--- src/rtl/snd_pkg.sv ---
// Shared sound definitions: sound codes, sequencer state encoding, pending-bit
// layout and grant priority ranking. Used by the sequencer and the motion logic.
package snd_pkg;

  typedef enum logic [1:0] {
    SND_STOP = 2'b00,
    SND_PONG = 2'b01,
    SND_PING = 2'b10,
    SND_GO   = 2'b11
  } snd_code_e;

  typedef enum logic [1:0] {
    ST_IDLE = 2'd0,
    ST_PLAY = 2'd1,
    ST_GAP  = 2'd2
  } snd_state_e;

  // Bit positions inside the pending vector {go, pong, ping}
  localparam int PEND_PING = 0;
  localparam int PEND_PONG = 1;
  localparam int PEND_GO   = 2;

  localparam int CNT_W = 8;

  // Grant priority of a code: go > pong > ping > stop (codes are not ordered)
  function automatic logic [1:0] snd_rank(input snd_code_e c);
    case (c)
      SND_GO:   return 2'd3;
      SND_PONG: return 2'd2;
      SND_PING: return 2'd1;
      default:  return 2'd0;
    endcase
  endfunction

endpackage

--- src/rtl/frame_tick.sv ---
// Frame tick detector: pulses while the pixel scan is on the last visible
// pixel of the frame. Shared by the sound sequencer and the motion logic.
module frame_tick #(
  parameter int VISIBLECOLS = 640,
  parameter int VISIBLEROWS = 480
) (
  input  logic [9:0] x_pix,
  input  logic [9:0] y_pix,
  output logic       tick
);

  assign tick = (x_pix == 10'(VISIBLECOLS - 1)) && (y_pix == 10'(VISIBLEROWS - 1));

endmodule

--- src/rtl/sound_sequencer.sv ---
// Sound sequencer: latches go/pong/ping requests as pending bits, grants them
// by fixed priority and plays each for a number of frames followed by a gap.
// Optional macro SOUND_PREEMPT_EN lets a higher-priority pending request
// interrupt a sound that is playing or in its gap.
module sound_sequencer
  import snd_pkg::*;
#(
  parameter int VISIBLECOLS = 640,
  parameter int VISIBLEROWS = 480,
  parameter int DUR_GO      = 30,
  parameter int DUR_PONG    = 4,
  parameter int DUR_PING    = 4,
  parameter int GAP_FRAMES  = 2
) (
  input  logic       clk,
  input  logic       clr,
  input  logic [9:0] x_pix,
  input  logic [9:0] y_pix,
  input  logic       req_go,
  input  logic       req_pong,
  input  logic       req_ping,
  output logic       mute,
  output logic [1:0] code_sound,
  output logic       busy
);

  // Counters hold "remaining ticks minus one", so the loaded value is DUR-1
  localparam logic [CNT_W-1:0] LD_GO   = CNT_W'(DUR_GO - 1);
  localparam logic [CNT_W-1:0] LD_PONG = CNT_W'(DUR_PONG - 1);
  localparam logic [CNT_W-1:0] LD_PING = CNT_W'(DUR_PING - 1);
  localparam logic [CNT_W-1:0] LD_GAP  = (GAP_FRAMES > 0) ? CNT_W'(GAP_FRAMES - 1) : '0;

  snd_state_e       state_q, state_d;
  snd_code_e        code_q, code_d;
  logic             mute_q, mute_d;
  logic [2:0]       pend_q, pend_d;
  logic [CNT_W-1:0] dur_q, dur_d;
  logic [CNT_W-1:0] gap_q, gap_d;

  logic             tick;
  logic             gnt_any;
  logic             grant;
  logic             preempt;
  snd_code_e        gnt_code;
  logic [2:0]       gnt_mask;
  logic [CNT_W-1:0] gnt_dur;

  frame_tick #(
    .VISIBLECOLS(VISIBLECOLS),
    .VISIBLEROWS(VISIBLEROWS)
  ) u_frame_tick (
    .x_pix(x_pix),
    .y_pix(y_pix),
    .tick (tick)
  );

  assign gnt_any = |pend_q;

  // Fixed-priority encoder over the registered pending bits
  always_comb begin
    gnt_code = SND_STOP;
    gnt_mask = 3'b000;
    gnt_dur  = '0;
    if (pend_q[PEND_GO]) begin
      gnt_code = SND_GO;
      gnt_mask = 3'b001 << PEND_GO;
      gnt_dur  = LD_GO;
    end else if (pend_q[PEND_PONG]) begin
      gnt_code = SND_PONG;
      gnt_mask = 3'b001 << PEND_PONG;
      gnt_dur  = LD_PONG;
    end else if (pend_q[PEND_PING]) begin
      gnt_code = SND_PING;
      gnt_mask = 3'b001 << PEND_PING;
      gnt_dur  = LD_PING;
    end
  end

`ifdef SOUND_PREEMPT_EN
  // In GAP the current code is stop, so any pending request outranks it
  assign preempt = gnt_any && (snd_rank(gnt_code) > snd_rank(code_q));
`else
  assign preempt = 1'b0;
`endif

  // Next-state, output and counter logic of the play/gap sequencer
  always_comb begin
    state_d = state_q;
    code_d  = code_q;
    mute_d  = mute_q;
    dur_d   = dur_q;
    gap_d   = gap_q;
    grant   = 1'b0;
    case (state_q)
      ST_IDLE: begin
        grant = gnt_any;
      end
      ST_PLAY: begin
        if (preempt) begin
          grant = 1'b1;
        end else if (tick) begin
          if (dur_q == '0) begin
            mute_d = 1'b1;
            code_d = SND_STOP;
            if (GAP_FRAMES > 0) begin
              state_d = ST_GAP;
              gap_d   = LD_GAP;
            end else begin
              state_d = ST_IDLE;
            end
          end else begin
            dur_d = dur_q - 1'b1;
          end
        end
      end
      ST_GAP: begin
        if (preempt) begin
          grant = 1'b1;
        end else if (tick) begin
          if (gap_q == '0) begin
            state_d = ST_IDLE;
          end else begin
            gap_d = gap_q - 1'b1;
          end
        end
      end
      default: begin
        state_d = ST_IDLE;
      end
    endcase
    // A grant loads the duration as-is even on a tick: counting starts next tick
    if (grant) begin
      state_d = ST_PLAY;
      code_d  = gnt_code;
      mute_d  = 1'b0;
      dur_d   = gnt_dur;
    end
    // A same-type request in the grant cycle re-arms the bit (queued repeat)
    pend_d = (pend_q & ~(grant ? gnt_mask : 3'b000)) | {req_go, req_pong, req_ping};
  end

  // State, output and counter registers; clr wins over requests and ticks
  always_ff @(posedge clk) begin
    if (clr) begin
      state_q <= ST_IDLE;
      code_q  <= SND_STOP;
      mute_q  <= 1'b1;
      pend_q  <= 3'b000;
      dur_q   <= '0;
      gap_q   <= '0;
    end else begin
      state_q <= state_d;
      code_q  <= code_d;
      mute_q  <= mute_d;
      pend_q  <= pend_d;
      dur_q   <= dur_d;
      gap_q   <= gap_d;
    end
  end

  assign mute       = mute_q;
  assign code_sound = code_q;
  assign busy       = (state_q != ST_IDLE);

endmodule

--- config.mk ---
export PLATFORM = sky130hd
export DESIGN_NAME = sound_sequencer
export DESIGN_NICKNAME = d
export VERILOG_FILES = /design/src/rtl/snd_pkg.sv /design/src/rtl/frame_tick.sv /design/src/rtl/sound_sequencer.sv
export SDC_FILE = /design/constraint.sdc
export NUM_CORES = 1
export LEC_CHECK = 0
export ABC_AREA = 1
export CORE_MARGIN = 1.5
export CORE_UTILIZATION = 35
export CTS_BUF_LIST = sky130_fd_sc_hd__clkbuf_2
export DETAILED_ROUTE_END_ITERATION = 6
export PLACE_DENSITY = 0.59
export SYNTH_ARGS = -nofsm -noshare
export SYNTH_HDL_FRONTEND = slang
export SYNTH_HIERARCHICAL = 1
export SYNTH_SLANG_ARGS = --single-unit
--- constraint.sdc ---
create_clock -name clk -period 2.1 [get_ports clk]
set_input_delay 0.21 -clock clk [delete_from_list [all_inputs] [get_ports clk]]
set_output_delay 0.21 -clock clk [all_outputs]
set_load 0.05 [all_outputs]
==> reports/metrics.yaml, run 1 <==
hp-class: "in2reg"
r2r_end: "dur_q[7]"
start_util_pct: 36.9
holdPathEnd: "pend_q[0]"
vias: 1529
slew_violations: 0
arrival_ps: 1640
worst_slew_pin_slew_ps: 499
syn_nets: 273
firstDrtPassIters: 4
synthTopCellsByArea: "dfxtp_1, nand2_1, nor2_1"
crit_path_max_fanout: 6
skew_ps: 5.55
synth-seq-cells: 24
final_layout_size_suffix_gt1_share_pct: 9.45
fp.dieW_um: 68.4
fin_util_pct: 45.6
cp-start-kind: "register"
netlist_area_sq_um: 1500
setup_viol: 0
drc: 0
numPortBuffers: 28
rrSetupSlack_ps: 460
p_sw_mw: 0.436
post_dp_cell_area_sq_um: 1840
clk_latency_ps: 340
post_drt_wl_per_cell_um: 10.7
dp_hpwl_mm: 2.70
fmax_mhz: 541
grt_start_max_net_pins: 14
reg2reg_depth: 10
power_mw: 1.14
async_flop_share_pct: 0
maxUsedRoutingLayer: "met4"
syn_inst: 244
core_area_sq_um: 4060
cts_sinks: 24
cp-end-kind: "primary output"
grt_pass1_wl_mm: 6.02
synth_top_area_share_pct: 32.1
maxSlewHeadroom_pct: 66.6
crit_type: "reg2out"
grt_pass1_vias: 1385
synth_top_area_cell: "dfxtp_1"
synth_cell_types: 24
finalHoldViolCount: 0
synth_edf_count: 0
rsz0062_at_grt: "false"
chipHeight_um: 68.4
yosys_warnings: 6
seq_power_share_pct: 46.1
seq_area_frac_synth_pct: 32.1
drtAntennaViolNets: 0
h-tree-depth: 1
wl_met3_um: 266
worst_ep_required_time_ps: 1890
powerDensity_nw_per_um2: 618
min_period_ps: 1850
antenna_cells: 0
stdcell_area_sq_um: 1850
synth_ff_type: "dfxtp_1"
maxCapViolations: 0
first_iter_violations: 45
leakagePower_nw: 0.848
clkPwrFrac_pct: 15.8
area_growth_pct: 23.6
grt_usage_pct: 16.8
ir_drop_uv: 307
rr_startpoint: "dur_q[0]"
layout_commonest_cell: "nand2_1"
hold_start: "req_ping"
clockRootBuffer: "clkbuf_2"
place_congestion: 0.810
final_cell_mix: "nand2_1, nor2_1, clkdlybuf4s50_1"
path_clk_slew_ps: 230
max-clock-path-buffers: 2
rows: 23
min_path_cells: 3
power_frac_comb_pct: 38.1
wl_met1_mm: 1.77
p_sw_share_pct: 38.1
drt-total-wl_mm: 3.46
dr_wl_met2_mm: 1.40
io_pins: 29
status: "finished clean"
die-area_sq_um: 4680
antenna_found_initial: 0
internal_power_mw: 0.707
finalCritPeriodShare_pct: 88.0
syn_area_per_cell_sq_um: 6.13
numCtsBuffers: 3
fin_tns_setup_ps: 0
finalNetCount: 306
vias_per_cell: 4.70
cts_tree: "built"
grt-ovfl-total: 0
synth_stat cells, types with 2 or more instances:
| library cell | count |
|---|---|
| a21oi_1 | 21 |
| buf_6 | 2 |
| dfxtp_1 | 24 |
| ha_1 | 4 |
| inv_1 | 25 |
| inv_2 | 5 |
| nand2_1 | 67 |
| nand2_2 | 5 |
| nand3_1 | 19 |
| nand3_2 | 2 |
| nand4_1 | 4 |
| nor2_1 | 42 |
| nor2_2 | 3 |
| o21ai_0 | 10 |
| o21ai_2 | 2 |
power by group through the flow:
stage	Clock, mW	Combinational [mW]	Sequential [mW]
2_1_floorplan	0	0.296	0.549
3_3_place_gp	0	0.437	0.536
3_5_place_dp	0	0.436	0.535
4_1_cts	0.191	0.436	0.526
5_1_grt	0.198	0.510	0.532
6_report	0.181	0.436	0.526
critical path, cell delays in order (launching register included):
cell	delay (ps)
dfxtp_1	400
nor2_1	320
inv_1	130
dlygate4sd2_1	450
metal layers:
metal	vias to the layer above	track usage, %
met5	-	0
met4	0	4.75
met3	2	2.14
met2	44	26.3
met1	645	23.8
li1	838	-
worst max-delay path by stage:
stage / slack, ps / from / endpoint / cells past startpoint
final: 250 / state_q[1] / busy / 3
after global routing: 120 / state_q[1] / busy / 3
after CTS: 240 / state_q[1] / busy / 3
after detailed placement: 150 / x_pix[5] / dur_q[1] / 12
after global placement: 190 / x_pix[5] / dur_q[1] / 12
after floorplan: 720 / dur_q[0] / gap_q[4] / 10
flip-flops by register name (all words and copies together), names as in the netlist:
register    flops
mute            1
gap_q           8
state_q         2
pend_q          3
dur_q           8
code_sound      2
area by class of cell:
class,instances,area (sq um)
multi-input cells,185,866
inverters,31,116
clock buffers,3,15.0
flip-flops and latches,24,480
repair buffers,32,309
well taps,50,62.6
fillers,434,2210
timing repair:
item	in CTS	in global routing
gates resized for setup	1	0
hold buffers	0	0
endpoints found under the setup margin	1	0
buffers inserted	0	0
metrics by stage:
stage | hold WS, ps | std cells | worst slack [ps]
2_1_floorplan | 279 | 244 | 723
5_1_grt | 478 | 325 | 123
3_3_place_gp | 480 | 322 | 189
4_1_cts | 383 | 325 | 239
6_report | 411 | 325 | 253
3_5_place_dp | 484 | 322 | 155
cells by family after synthesis:
family	synth area share (%)
adders and majority gates	3.34
AOI/OAI and AO/OA	12.5
xor gates and xnor gates	0.585
buffers and inverters	10.0
DFF	32.1
and+or+nand+nor	41.5
(Power assumes the default switching activity.)
==> run 2, diff against run 1 <==
--- a/config.mk
+++ b/config.mk
@@ -10,7 +10,7 @@
 export CORE_UTILIZATION = 35
 export CTS_BUF_LIST = sky130_fd_sc_hd__clkbuf_2
 export DETAILED_ROUTE_END_ITERATION = 6
-export PLACE_DENSITY = 0.59
+export PLACE_DENSITY = 0.61
 export SYNTH_ARGS = -nofsm -noshare
 export SYNTH_HDL_FRONTEND = slang
 export SYNTH_HIERARCHICAL = 1
==> constraint.sdc (replaced) <==
create_clock -name clk -period 1.6 [get_ports clk]
set_input_delay 0.16 -clock clk [delete_from_list [all_inputs] [get_ports clk]]
set_output_delay 0.16 -clock clk [all_outputs]
set_load 0.05 [all_outputs]
==> reports/metrics.yaml, run 2 (synthesis results as in run 1) <==
critical_path.max_stage_delay_ps: 390  # -60 ps
leakagePower_nw: 0.880  # +3.7%
met3_usage_pct: 1.97  # -0.16 points
grt_busiest_layer: "met2"
grt_pass1_wl_mm: 5.62  # -6.5%
final_cell_mix: "nand2_1, nor2_1, inv_1"
crit_path_max_fanout: 5  # -1
clk_latency_ps: 330  # about the same
max-clock-path-buffers: 2  # unchanged
hp-class: "in2reg"
power_mw: 1.51  # +32%
reg2reg_depth: 10  # unchanged
firstDrtPassIters: 4  # unchanged
rows: 23  # unchanged
crit_cells: 4  # +1
drtAntennaViolNets: 0  # unchanged
crit_path_top_delay_cell: "dfxtp_1"
holdPathEnd: "pend_q[0]"
grt_pass1_vias: 1322  # -4.5%
cts_sinks: 24  # unchanged
critical_path.cell_chain: "nor2_1 -> buf_4 -> inv_1 -> buf_4"
status: "finished clean"
pre_cts_slack_ps: -307  # -462 ps
numPortBuffers: 28  # unchanged
ir_drop_uv: 529  # +72%
h-tree-depth: 1  # unchanged
drt-total-wl_mm: 3.37  # -2.7%
grt-ovfl-total: 0  # unchanged
skew_ps: 5.82  # +0.272 ps
grt_util_met1_pct: 21.2  # -2.6 points
r2r_end: "dur_q[5]"
cp-end-kind: "primary output"
dp.cells: 328  # +1.9%
first_iter_violations: 38  # -16%
core_area_sq_um: 4060  # unchanged
setup_viol: 0  # unchanged
finalHoldViolCount: 0  # unchanged
cp_common_cell: "buf_4"
die-area_sq_um: 4680  # unchanged
clockRootBuffer: "clkbuf_2"
grt_use_met2_pct: 25.2  # -1.1 points
cp_top_family: "buffers and inverters"
layout_commonest_cell: "nand2_1"
grt_start_max_net_pins: 14  # unchanged
rrSetupSlack_ps: 140  # -320 ps
finalNetCount: 312  # +2.0%
io_pins: 29  # unchanged
antenna_found_initial: 0  # unchanged
fp.dieW_um: 68.4  # unchanged
antenna_cells: 0  # unchanged
cts_tree: "built"
crit_type: "reg2out"
drc: 0  # unchanged
powerDensity_nw_per_um2: 792  # +28%
vias: 1536  # +0.46%
start_util_pct: 36.9  # unchanged
cp.buffers_inverters: 3  # +1
setup_slack_ps: 107  # -145 ps
post_drt_wl_per_cell_um: 10.2  # -4.5%
dp_hpwl_mm: 2.65  # -1.9%
min_path_cells: 3  # unchanged
fmax_mhz: 670
min_period_ps: 1490
worst_slew_pin_slew_ps: 325  # -175 ps
area_growth_pct: 27.0
holdBufCountCts: 0  # unchanged
rr_startpoint: "dur_q[1]"
rsz0062_at_grt: "false"
chipHeight_um: 68.4  # unchanged
worst_ep_required_time_ps: 1440  # -450 ps
arrival_ps: 1330  # -310 ps
fin_cells: 331  # +1.8%
final_layout_size_suffix_gt1_share_pct: 13.9  # +4.4 points
hold_start: "req_ping"
path_clk_slew_ps: 220  # about the same
grt_usage_pct: 15.7  # -1.1 points
place_congestion: 0.832  # +2.7%
top_regs: "dur_q x8, gap_q x8, pend_q x3"
maxSlewHeadroom_pct: 78.2  # +12 points
finalCritPeriodShare_pct: 93.3
cp-start-kind: "register"
maxCapViolations: 0  # unchanged
slew_violations: 0  # unchanged
numCtsBuffers: 3  # unchanged
vias_per_cell: 4.64  # -1.4%
## run 2: worst max-delay path by stage
stage,from,slack [ps],endpoint
floorplan,dur_q[0],220,gap_q[4]
global placement,y_pix[6],-250,dur_q[1]
detailed placement,y_pix[7],-310,dur_q[1]
CTS,dur_q[1],70,dur_q[2]
global route,dur_q[1],0.5,gap_q[1]
finish,state_q[1],110,busy
## run 2: routing by layer
| layer | vias up | wire length, um |
|---|---|---|
| met5 | - | 0 |
| met4 | 0 | 28 |
| met3 | 2 | 221 |
| met2 | 35 | 1380 |
| met1 | 648 | 1740 |
| li1 | 851 | - |
## run 2: power breakdown
group          switching [mW]  internal, mW
clock                   0.175        0.0510
sequential             0.0404         0.650
combinational           0.349         0.241
## run 2: metrics by stage
stage	utilization (%)	cell area (sq um)	setup TNS [ps]	hold WS, ps
floorplan	-	1500	0	229
global placement	46.1	1870	-3670	478
detailed placement	46.1	1870	-4640	480
CTS	46.5	1890	0	351
global route	46.8	1900	0	355
finish	46.8	1900	0	379
## run 2: tightest hold or removal path, cell delays in order
cell and delay (ps):
clkdlybuf4s50_1 400, nor2_1 100, nor2_1 40
## run 2: what timing repair did
item                                   4_1_cts  5_1_grt
buffers inserted                             0        0
resized for setup                            0        5
setup endpoints to repair                    0       18
endpoints found under the hold margin        0        0
## run 2: layout make-up
| cell class | count | area (sq um) |
|---|---|---|
| Clock buffer | 3 | 15.0 |
| Fill cell | 432 | 2160 |
| Inverter | 31 | 119 |
| Multi-Input combinational cell | 185 | 878 |
| Sequential cell | 24 | 480 |
| Tap cell | 50 | 62.6 |
| Timing Repair Buffer | 38 | 345 |
==> run 3, diff against run 2 <==
--- a/config.mk
+++ b/config.mk
@@ -11,6 +11,7 @@
 export CTS_BUF_LIST = sky130_fd_sc_hd__clkbuf_2
 export DETAILED_ROUTE_END_ITERATION = 6
 export PLACE_DENSITY = 0.61
+export RECOVER_POWER = 25
 export SYNTH_ARGS = -nofsm -noshare
 export SYNTH_HDL_FRONTEND = slang
 export SYNTH_HIERARCHICAL = 1
==> reports/metrics.yaml, run 3 (synthesis results as in run 1) <==
path_clk_slew_ps: 230  # about the same
post_drt_wl_per_cell_um: 10.2  # about the same
finalNetCount: 312  # unchanged
numPortBuffers: 28  # unchanged
final-seq-area_sq_um: 480  # unchanged
status: "finished clean"
cp_common_cell: "buf_4"
grt_usage_pct: 15.7  # unchanged
nFillCells: 435  # +0.69%
fmax_mhz: 670  # about the same
crit_type: "reg2out"
multiInputGateArea_sq_um: 878  # unchanged
clkPwrFrac_pct: 15.4  # +0.4 points
first_iter_violations: 41  # +7.9%
cp.buffers_inverters: 3  # unchanged
ir_drop_uv: 539  # +1.9%
antenna_found_initial: 0  # unchanged
finalHoldViolCount: 0  # unchanged
fp.dieW_um: 68.4  # unchanged
leakagePower_nw: 0.868  # -1.3%
chipHeight_um: 68.4  # unchanged
cts_sinks: 24  # unchanged
antenna_cells: 0  # unchanged
p_sw_share_pct: 37.9  # +0.38 points
powerDensity_nw_per_um2: 796  # +0.46%
clockRootBuffer: "clkbuf_2"
fin_cells: 331  # unchanged
drt-total-wl_mm: 3.37  # about the same
start_util_pct: 36.9  # unchanged
internal_power_mw: 0.934  # -0.74%
rows: 23  # unchanged
critical_path.max_stage_delay_ps: 390  # about the same
setup_viol: 0  # unchanged
worst_ep_required_time_ps: 1440  # about the same
top_regs: "dur_q x8, gap_q x8, pend_q x3"
grt_pass1_wl_mm: 5.62  # unchanged
p_sw_mw: 0.569  # +0.87%
worst_slew_pin_slew_ps: 598  # +273 ps
power_frac_comb_pct: 38.7  # -0.4 points
met3_usage_pct: 1.97  # unchanged
place_congestion: 0.832  # unchanged
rsz0062_at_grt: "false"
final_layout_size_suffix_gt1_share_pct: 12.8  # -1.1 points
grt-ovfl-total: 0  # unchanged
vias_per_cell: 4.65  # +0.20%
core_area_sq_um: 4060  # unchanged
slew_violations: 0  # unchanged
cp-end-kind: "primary output"
crit_path_top_delay_cell: "dfxtp_1"
fin_util_pct: 46.6  # -0.28 points
vias: 1539  # +0.20%
grt_util_met1_pct: 21.2  # unchanged
dp.cells: 328  # unchanged
maxCapViolations: 0  # unchanged
grt_pass1_vias: 1322  # unchanged
clk_latency_ps: 330  # about the same
area_growth_pct: 26.3
io_pins: 29  # unchanged
drtAntennaViolNets: 0  # unchanged
dp_hpwl_mm: 2.65  # unchanged
cts_tree: "built"
layout_commonest_cell: "nand2_1"
grt_use_met2_pct: 25.2  # unchanged
maxSlewHeadroom_pct: 60.3  # -18 points
grt_start_max_net_pins: 14  # unchanged
drc: 0  # unchanged
cp-start-kind: "register"
seq_power_share_pct: 45.9  # about the same
critical_path.cell_chain: "nor2_1 -> buf_4 -> inv_1 -> buf_4"
cp_top_family: "buffers and inverters"
grt_busiest_layer: "met2"
h-tree-depth: 1  # unchanged
min_period_ps: 1490  # +0.106 ps
final_cell_mix: "nand2_1, nor2_1, inv_1"
hp-class: "in2reg"
numCtsBuffers: 3  # unchanged
arrival_ps: 1330  # about the same
max-clock-path-buffers: 2  # unchanged
die-area_sq_um: 4680  # unchanged
skew_ps: 5.47  # -0.347 ps
finalCritPeriodShare_pct: 93.3  # about the same
crit_path_max_fanout: 5  # unchanged
firstDrtPassIters: 4  # unchanged
run 3: final timing paths:
path	start	endpoint	slack, ps	depth (start not counted)
max	state_q[1]	busy	110	4
min	req_ping	pend_q[0]	370	3
max reg2reg	dur_q[1]	gap_q[6]	140	10
min reg2reg	code_sound[0]	code_sound[0]	500	2
run 3: power groups by stage:
stage	Clock [mW]	Sequential (mW)	Combinational [mW]
after global placement	0	0.703	0.583
final	0.231	0.690	0.582
after global routing	0.267	0.698	0.665
after floorplan	0	0.721	0.388
after CTS	0.247	0.690	0.585
after detailed placement	0	0.703	0.582
run 3: layout make-up:
| cell class | count | area share (%) |
|---|---|---|
| multi-input combinational | 185 | 46.5 |
| sequential | 24 | 25.4 |
| clock buffer | 3 | 0.795 |
| inverter | 31 | 6.29 |
| timing repair buffer | 38 | 17.7 |
| tap | 50 | 3.31 |
run 3: stage by stage:
step | hold WS (ps) | setup WS [ps] | total power [mW] | setup TNS, ps | cell area (sq um)
5_1_grt | 355 | 0.486 | 1.63 | 0 | 1890
3_5_place_dp | 480 | -307 | 1.28 | -4640 | 1870
6_report | 367 | 107 | 1.50 | 0 | 1890
2_1_floorplan | 229 | 223 | 1.11 | 0 | 1500
4_1_cts | 351 | 73.1 | 1.52 | 0 | 1890
3_3_place_gp | 478 | -255 | 1.29 | -3670 | 1870
run 3: tightest hold or removal path, delay by kind of cell:
family / cells / cell delay, ps
simple gates: 2 / 140
buf+inv: 1 / 400
run 3: what timing repair did:
action / CTS / global route
resized for setup: 0 / 5
setup buffers: 0 / 0
hold buffers: 0 / 0
endpoints found under the setup margin: 0 / 18
run 3: per-layer routing:
layer | wire length (um) | vias to the layer above
met2 | 1380 | 35
met3 | 220 | 2
met4 | 28 | 0
met5 | 0 | -
met1 | 1740 | 651
li1 | - | 851
